**src/rtl/hazard_stall_controller.sv**
```systemverilog
// Central pipeline sequencer for the 5-stage MIPS core with external memories.
// Detects load-use hazards, freezes the pipeline during outstanding data-memory
// accesses, bubbles IF/ID on instruction-fetch stalls and flushes the younger
// stages on a taken branch. All control outputs are combinational from the
// registered state and the current inputs.
module hazard_stall_controller #(
    parameter int MEM_TIMEOUT = 255,
    parameter int CNT_W       = 16
) (
    input  logic             clk,
    input  logic             rst,
    input  logic [5:0]       opcode_ID,
    input  logic [4:0]       ID_RS,
    input  logic [4:0]       ID_RT,
    input  logic [5:0]       opcode_EX,
    input  logic [4:0]       EX_RT,
    input  logic             branch_taken_EX,
    input  logic             dmem_req,
    input  logic             dmem_ready,
    input  logic             imem_ready,
    output logic             PC_write,
    output logic             IF_ID_write,
    output logic             IF_ID_flush,
    output logic             ID_EX_write,
    output logic             ID_EX_bubble,
    output logic             EX_MEM_write,
    output logic             MEM_WB_bubble,
    output logic             mem_err,
    output logic [CNT_W-1:0] stall_cnt
);

    localparam logic [1:0] S_RUN       = 2'd0;
    localparam logic [1:0] S_DMEM_WAIT = 2'd1;
    localparam logic [1:0] S_ERR       = 2'd2;

    localparam logic [5:0] OP_RTYPE = 6'b000000;
    localparam logic [5:0] OP_BEQ   = 6'b000100;
    localparam logic [5:0] OP_SW    = 6'b101011;
    localparam logic [5:0] OP_LW    = 6'b100011;

    localparam logic [15:0] TIMEOUT = 16'(MEM_TIMEOUT);

    logic [1:0]       r_state;
    logic [15:0]      r_wait_cnt;
    logic             r_mem_err;
    logic [CNT_W-1:0] r_stall_cnt;

    logic [1:0]       w_state_nxt;
    logic [15:0]      w_wait_nxt;
    logic             w_err_nxt;
    logic             w_dmem_stall;
    logic             w_rt_is_src;
    logic             w_load_use;

    // Hazard conditions: an lw in EX whose destination is read by the ID instruction.
    // rt is only a source for R-type, beq and sw; for I-type ALU ops and lw it is the
    // destination and cannot create a load-use dependency.
    assign w_dmem_stall = dmem_req && !dmem_ready;
    assign w_rt_is_src  = (opcode_ID == OP_RTYPE) || (opcode_ID == OP_BEQ) ||
                          (opcode_ID == OP_SW);
    assign w_load_use   = (opcode_EX == OP_LW) && (EX_RT != 5'd0) &&
                          ((EX_RT == ID_RS) || ((EX_RT == ID_RT) && w_rt_is_src));

    // Pipeline control outputs, resolved by cycle priority.
    always_comb begin
        // NOTE: every output gets a default before the priority chain so no path
        // leaves one unassigned, which would otherwise infer a latch.
        PC_write      = 1'b1;
        IF_ID_write   = 1'b1;
        IF_ID_flush   = 1'b0;
        ID_EX_write   = 1'b1;
        ID_EX_bubble  = 1'b0;
        EX_MEM_write  = 1'b1;
        MEM_WB_bubble = 1'b0;
        if (rst) begin
            PC_write      = 1'b0;
            IF_ID_write   = 1'b0;
            ID_EX_write   = 1'b0;
            EX_MEM_write  = 1'b0;
            IF_ID_flush   = 1'b1;
            ID_EX_bubble  = 1'b1;
            MEM_WB_bubble = 1'b1;
        end else if ((r_state == S_ERR) || w_dmem_stall) begin
            // Full freeze: nothing advances, MEM/WB drains a NOP.
            PC_write      = 1'b0;
            IF_ID_write   = 1'b0;
            ID_EX_write   = 1'b0;
            EX_MEM_write  = 1'b0;
            MEM_WB_bubble = 1'b1;
        end else if (branch_taken_EX) begin
            // Younger instructions are discarded, so load-use and imem stalls are moot.
            IF_ID_flush   = 1'b1;
            ID_EX_bubble  = 1'b1;
        end else if (w_load_use) begin
            PC_write      = 1'b0;
            IF_ID_write   = 1'b0;
            ID_EX_bubble  = 1'b1;
        end else if (!imem_ready) begin
            PC_write      = 1'b0;
            IF_ID_flush   = 1'b1;
        end
    end

    // Next-state logic for the data-memory wait tracker.
    always_comb begin
        w_state_nxt = r_state;
        w_wait_nxt  = r_wait_cnt;
        w_err_nxt   = r_mem_err;
        case (r_state)
            S_RUN: begin
                if (w_dmem_stall) begin
                    w_state_nxt = S_DMEM_WAIT;
                    w_wait_nxt  = 16'd1;
                end
            end
            S_DMEM_WAIT: begin
                if (w_dmem_stall) begin
                    if (r_wait_cnt == TIMEOUT) begin
                        w_state_nxt = S_ERR;
                        w_err_nxt   = 1'b1;
                    end else begin
                        w_wait_nxt  = r_wait_cnt + 16'd1;
                    end
                end else begin
                    w_state_nxt = S_RUN;
                    w_wait_nxt  = 16'd0;
                end
            end
            S_ERR: begin
                // Sticky until reset.
            end
            default: begin
                w_state_nxt = S_RUN;
                w_wait_nxt  = 16'd0;
            end
        endcase
    end

    // State registers with synchronous reset; stall counter saturates at all-ones.
    always_ff @(posedge clk) begin
        // NOTE: sequential state uses non-blocking assignments so every register
        // samples pre-edge values regardless of statement order.
        if (rst) begin
            r_state     <= S_RUN;
            r_wait_cnt  <= 16'd0;
            r_mem_err   <= 1'b0;
            r_stall_cnt <= '0;
        end else begin
            r_state    <= w_state_nxt;
            r_wait_cnt <= w_wait_nxt;
            r_mem_err  <= w_err_nxt;
            if (!PC_write && (r_stall_cnt != '1)) begin
                r_stall_cnt <= r_stall_cnt + CNT_W'(1);
            end
        end
    end

    assign mem_err   = r_mem_err;
    assign stall_cnt = r_stall_cnt;

endmodule

```
**config.mk**
```make
export PLATFORM = sky130hd
export DESIGN_NAME = hazard_stall_controller
export DESIGN_NICKNAME = d
export VERILOG_FILES = /design/src/rtl/hazard_stall_controller.sv
export SDC_FILE = /design/constraint.sdc
export NUM_CORES = 1
export LEC_CHECK = 0
export CAP_MARGIN = 20
export CORE_MARGIN = 5
export CORE_UTILIZATION = 48
export CTS_CLUSTER_SIZE = 20
export DETAILED_ROUTE_END_ITERATION = 7
export MAX_ROUTING_LAYER = met4
export PLACE_DENSITY = 0.8
export REMOVE_ABC_BUFFERS = 1
export SLEW_MARGIN = 10
export SYNTH_ARGS = -nofsm -noshare
export SYNTH_HDL_FRONTEND = slang
export SYNTH_SLANG_ARGS = --single-unit
```
**constraint.sdc**
```tcl
create_clock -name clk -period 2.35 [get_ports clk]
set_input_delay 0.47 -clock clk [delete_from_list [all_inputs] [get_ports clk]]
set_output_delay 0.47 -clock clk [all_outputs]
set_load 0.02 [all_outputs]
```
==> summary.txt, run 1 <==
Critical Path RT = 1.88 ns
static leakage = 1.19 nW
synthesized area = 2050 µm²
Max Fclk = 427 MHz
outcome = finished clean
critical path fanouts, max = 3
Clock Latency Late Sink = 0.28 ns
Hold Path Class = flop to flop
Final Cycle Share = 0.996
number of synthesized flops with an enable pin = 0
pin count of the biggest net entering global routing = 29
Mean Syn Cell Area = 8.07 µm²
drt drc = 0
maximum VDD drop = 0.347 mV
CTS max path bufs = 2
worst path bufs/invs = 2
Ports = 57
slowest stage delay, CP = 0.41 ns
initial drt markers = 94
Worst slew margin = 0.738
Area Growth Syn to Fin = 45.8%
final worst-path setup slack = 0.00984 ns
GRT Resource Usage Total = 0.208
die area = 5680 µm²
Die Y = 75.3 µm
grt total ovfl = 0
cts bufs inserted = 5
Clock transition at path regs = 0.06 ns
critical path launch point type = primary input
CP Cell Sequence = dlygate4sd2_1, or4_4, o21ai_2, nand3_2, a21oi_4, o21ai_1, a21o_1, buf_6
placed cells = 378
most frequent cells in the layout = nor2_1, dfxtp_1, buf_4, clkdlybuf4s50_1, nand2_1
fin. max-slew vios = 0
Hold Slack = 0.472 ns
layout cells sized above 1 = 0.212
Worst Path Arrival = 1.87 ns
Yosys reg bits = 35
synth unique cells = 46
Final GP Congestion = 0.841
Crit. End Element = output port
Starting Density = 0.505
fin util = 0.736
skew final = 0.00790 ns
PortBufs = 56
via/cell ratio = 5.48
max_cap viols = 0
final hold vios = 0
NumNets Final = 373
post-route antenna net violation count = 0
Placement Rows = 23
clock sink count = 35
Die X = 75.3 µm
initial antenna violation count = 0
Yosys warning total = 0
# setup viols final = 0
Root Buffer = clkbuf_8
# fillers = 325
Non-Filler Instances = 389
sequential fraction of the synthesis area = 0.342
# H-tree levels = 2
wire per inst = 14.3 µm
Inserted Diodes = 0
unrepaired setup endpoints after global routing = yes
final wirelength = 5580 µm
Pre-Repair DR Iteration Count = 4
DPL Wire Length = 4130 µm
Final min period = 2.34 ns
most common cell after layout, fill and taps aside = nor2_1
critical path class = primary input to output port
crit-path leading delay family = simple AND/OR/NAND/NOR gates
Cells after Synth = 254
vias in the first global route = 1,982
PwrDens = 426 nW/µm²
CTS tree = done
CORE AREA = 4060 µm²
Worst Max-Slew Pin Slew = 0.392 ns
ys async rst share = 0
via count = 2,132
Most used DFF post-synth = dfxtp_1
Critical-path top delay cell = or4_4
first-pass GRT wire length = 8910 µm
Placement Setup Slack = -0.743 ns
## worst paths after layout
kind,endpoint,depth (start not counted),from,slack [ns]
worst max-delay path,IF_ID_flush,8,opcode_ID[0],0.01
worst max register to register,stall_cnt[4],7,r_state[1],0.24
worst min-delay path,r_state[0],1,r_state[1],0.47
worst min register to register,r_state[0],1,r_state[1],0.47
## flip-flops by register name, summed over array words and instances (netlist names)
signal and cells:
stall_cnt 16, mem_err 1, r_state 2, r_wait_cnt 16
## power breakdown
part | internal [mW] | leakage (nW) | total [mW] | switching, mW
clock | 0.208 | 0.0422 | 0.422 | 0.214
combinational | 0.124 | 0.864 | 0.241 | 0.117
sequential | 0.601 | 0.283 | 0.610 | 0.00913
total | 0.933 | 1.19 | 1.27 | 0.341
## Yosys cell counts (3+ instances only)
library cell   n  area (µm²)
a21oi_1       17        85.1
a31o_2         3        26.3
and2_1         3        18.8
and3_1         5        31.3
clkbuf_1       3        11.3
dfxtp_1       35         701
inv_1          8        30.0
mux2_1         3        33.8
mux2_2         3        33.8
nand2_1       19        71.3
nand3_1       13        65.1
nand4_1       11        68.8
nor2_1        37         139
nor2b_1        7        43.8
nor3_1         9        45.0
o21ai_0        7        35.0
o31ai_1        5        37.5
or3_1          5        31.3
or4_1          7        52.6
xnor2_1        7        61.3
xor2_1        14         123
## metal layers
layer	vias up	GRT usage	wire length (µm)
met4	0	0.0291	8
met1	996	0.262	2490
met3	2	0.0475	247
li1	1082	-	-
met5	-	-	0
met2	52	0.349	2830
## through the flow
step                setup TNS, ns  area [µm²]  power, mW
finish                          0        2990       1.27
global route               -0.298        2990       1.33
CTS                        -0.118        2940       1.27
detailed placement         -10.19        2820      0.860
global placement            -9.37        2820      0.853
floorplan                  -0.118        2000      0.714
## area by class of cell
class                      count  area, µm²  share of cell area
multi-input combinational    204       1360               0.456
tap                           50       62.6              0.0209
inverter                       8       30.0              0.0101
timing repair buffer          84        751               0.251
clock inverter                 1       5.00             0.00168
clock buffer                   7       76.3              0.0255
sequential                    35        701               0.235
## logic make-up after synthesis
family          share of synthesized area
buf+inv                            0.0366
mux                                0.0378
fa+ha+maj                          0.0122
flops                               0.342
simple gates                        0.351
xor+xnor                           0.0897
compound gates                      0.131
## repair_timing
| action | in CTS | in global routing |
|---|---|---|
| endpoints found under the setup margin | 20 | 18 |
| setup buffers | 0 | 3 |
| resized for setup | 57 | 24 |
| pin swaps | 10 | 15 |
| hold buffers | 0 | 0 |
No activity file was read; power rests on OpenSTA's default activity.
==> inputs of run 2 (changes only) <==
--- a/config.mk
+++ b/config.mk
@@ -6,7 +6,6 @@
 export NUM_CORES = 1
 export LEC_CHECK = 0
 export CAP_MARGIN = 20
-export CORE_MARGIN = 5
 export CORE_UTILIZATION = 48
 export CTS_CLUSTER_SIZE = 20
 export DETAILED_ROUTE_END_ITERATION = 7
==> run 2 against run 1 <==
Net effect:
- setup slack better by 0.031 ns
- hold slack gained 0.0057 ns
- count of clock-buffer cells in the layout unchanged
==> summary.txt, run 2 (synthesized netlist as in run 1, its figures left out) <==
outcome = finished clean
DPL Wire Length = 4210 µm (+1.9%)
initial antenna violation count = 0 (unchanged)
critical path class = primary input to output port
clock sink count = 35 (unchanged)
Die X = 67.3 µm (-11%)
Area Growth Syn to Fin = 45.8% (unchanged)
die area = 4540 µm² (-20%)
Ports = 57 (unchanged)
drt drc = 0 (unchanged)
fin. max-slew vios = 0 (unchanged)
critical path launch point type = primary input
Final Cycle Share = 0.983 (-0.0131)
most common cell after layout, fill and taps aside = nor2_1
initial drt markers = 149 (+59%)
grt total ovfl = 0 (unchanged)
CTS tree = done
Critical Path RT = 1.88 ns (about the same)
Die Y = 67.3 µm (-11%)
Hold Path Class = flop to flop
Pre-Repair DR Iteration Count = 4 (unchanged)
via count = 2,231 (+4.6%)
first-pass GRT wire length = 9920 µm (+11%)
Root Buffer = clkbuf_8
Worst slew margin = 0.752 (+0.0137)
skew final = 0.00723 ns (-0.000668 ns)
CORE AREA = 4060 µm² (unchanged)
static leakage = 1.14 nW (-4.2%)
met2 wire length = 2920 µm (+3.3%)
final wirelength = 5860 µm (+5.1%)
vias in the first global route = 2,248 (+13%)
pin count of the biggest net entering global routing = 29 (unchanged)
wire per inst = 15.1 µm (+5.7%)
Tot Pwr = 1.28 mW (+0.19%)
Clock Latency Late Sink = 0.29 ns (about the same)
Final GP Congestion = 0.799 (-5.0%)
Final TNS setup = 0 ns (unchanged)
Placed Area = 2820 µm² (+0.27%)
PortBufs = 56 (unchanged)
final hold vios = 0 (unchanged)
Critical path origin = EX_RT[4]
Crit. End Element = output port
GRT Resource Usage Total = 0.298 (+0.0897)
PwrDens = 427 nW/µm² (+0.19%)
Worst Path Arrival = 1.84 ns (-0.03 ns)
Worst Max-Slew Pin Slew = 0.369 ns (-0.0225 ns)
maximum VDD drop = 0.349 mV (+0.54%)
# H-tree levels = 2 (unchanged)
max_cap viols = 0 (unchanged)
post-route antenna net violation count = 0 (unchanged)
# hold bufs at CTS = 0 (unchanged)
Clock transition at path regs = 0.07 ns (about the same)
critical path fanouts, max = 3 (unchanged)
Max Fclk = 433 MHz (+1.3%)
# fillers = 327 (+0.62%)
Placement Rows = 23 (unchanged)
most frequent cells in the layout = nor2_1, dfxtp_1, buf_4, clkdlybuf4s50_1, nand2_1
Inserted Diodes = 0 (unchanged)
via/cell ratio = 5.76 (+5.2%)
WL met3 = 269 µm (+8.9%)
layout cells sized above 1 = 0.240 (+0.0280)
Hold Slack = 0.478 ns (+0.00573 ns)
Starting Density = 0.505 (unchanged)
Reg-to-Reg Start = stall_cnt[3]
post-route cell area = 2990 µm² (unchanged)
CTS max path bufs = 2 (unchanged)
# setup viols final = 0 (unchanged)
Final min period = 2.31 ns (-0.0309 ns)
NumNets Final = 371 (-0.54%)
hold path start = r_state[1]
M1 wire length = 2490 µm (-0.32%)
cts bufs inserted = 5 (unchanged)
Top Metal Used = met4
==> run 2: cell types whose count changed in the layout (fill, tap and decap cells not counted), sizes merged <==
cell and delta:
clkbuf -3, clkdlybuf4s15 +3, dlymetal6s2s -7, buf +3, dlygate4sd2 +4, clkdlybuf4s50 -2
==> run 2: final timing paths <==
kind                        to  cells after the start  slack (ns)
hold reg to reg     r_state[0]                      1        0.48
setup reg to reg  stall_cnt[2]                      6        0.16
hold / removal      r_state[0]                      1        0.48
setup / recovery   IF_ID_flush                      8        0.04
==> run 2: through the flow <==
stage          worst slack (ns)  utilization  std cells
6_report                 0.0407        0.736        387
5_1_grt                 -0.0117        0.736        387
4_1_cts                 0.00558        0.730        387
3_5_place_dp             -0.781        0.696        379
3_3_place_gp             -0.699        0.696        379
2_1_floorplan           -0.0844            -        247
==> run 2: critical path, cell delays in order <==
cell	delay, ns
clkdlybuf4s15_2	0.22
xor2_2	0.17
nor4_4	0.30
nand3_2	0.14
a21oi_4	0.17
o21ai_2	0.07
a21o_1	0.18
buf_6	0.13
==> run 2: layer usage <==
| metal | vias to the layer above | track usage |
|---|---|---|
| li1 | 1073 | - |
| met1 | 1062 | 0.332 |
| met2 | 75 | 0.510 |
| met3 | 21 | 0.0625 |
| met4 | 0 | 0.128 |
| met5 | - | - |
==> run 2: cell type report <==
class                           instances  area [µm²]  area share
Multi-Input combinational cell        204        1400       0.470
Timing Repair Buffer                   82         709       0.237
Sequential cell                        35         701       0.235
Clock buffer                            7        76.3      0.0255
Tap cell                               50        62.6      0.0209
Inverter                                8        30.0      0.0101
Clock inverter                          1        5.00     0.00168
==> run 2: repair_timing <==
action / 4_1_cts / 5_1_grt
pin swaps: 15 / 11
cloned: 0 / 0
gates resized for setup: 87 / 16
buffers inserted: 0 / 0
endpoints found under the setup margin: 18 / 4
==> run 2: report_power, final <==
| part | switching, mW | internal (mW) | total [mW] |
|---|---|---|---|
| registers | 0.00983 | 0.601 | 0.611 |
| clock network | 0.214 | 0.208 | 0.421 |
| logic | 0.122 | 0.122 | 0.244 |
==> inputs of run 3 (changes only) <==
--- a/config.mk
+++ b/config.mk
@@ -12,7 +12,7 @@
 export MAX_ROUTING_LAYER = met4
 export PLACE_DENSITY = 0.8
 export REMOVE_ABC_BUFFERS = 1
-export SLEW_MARGIN = 10
+export SLEW_MARGIN = 20
 export SYNTH_ARGS = -nofsm -noshare
 export SYNTH_HDL_FRONTEND = slang
 export SYNTH_SLANG_ARGS = --single-unit
==> results of run 3 <==
Same layout as run 2: the final DEF is identical, and so are final timing and power.
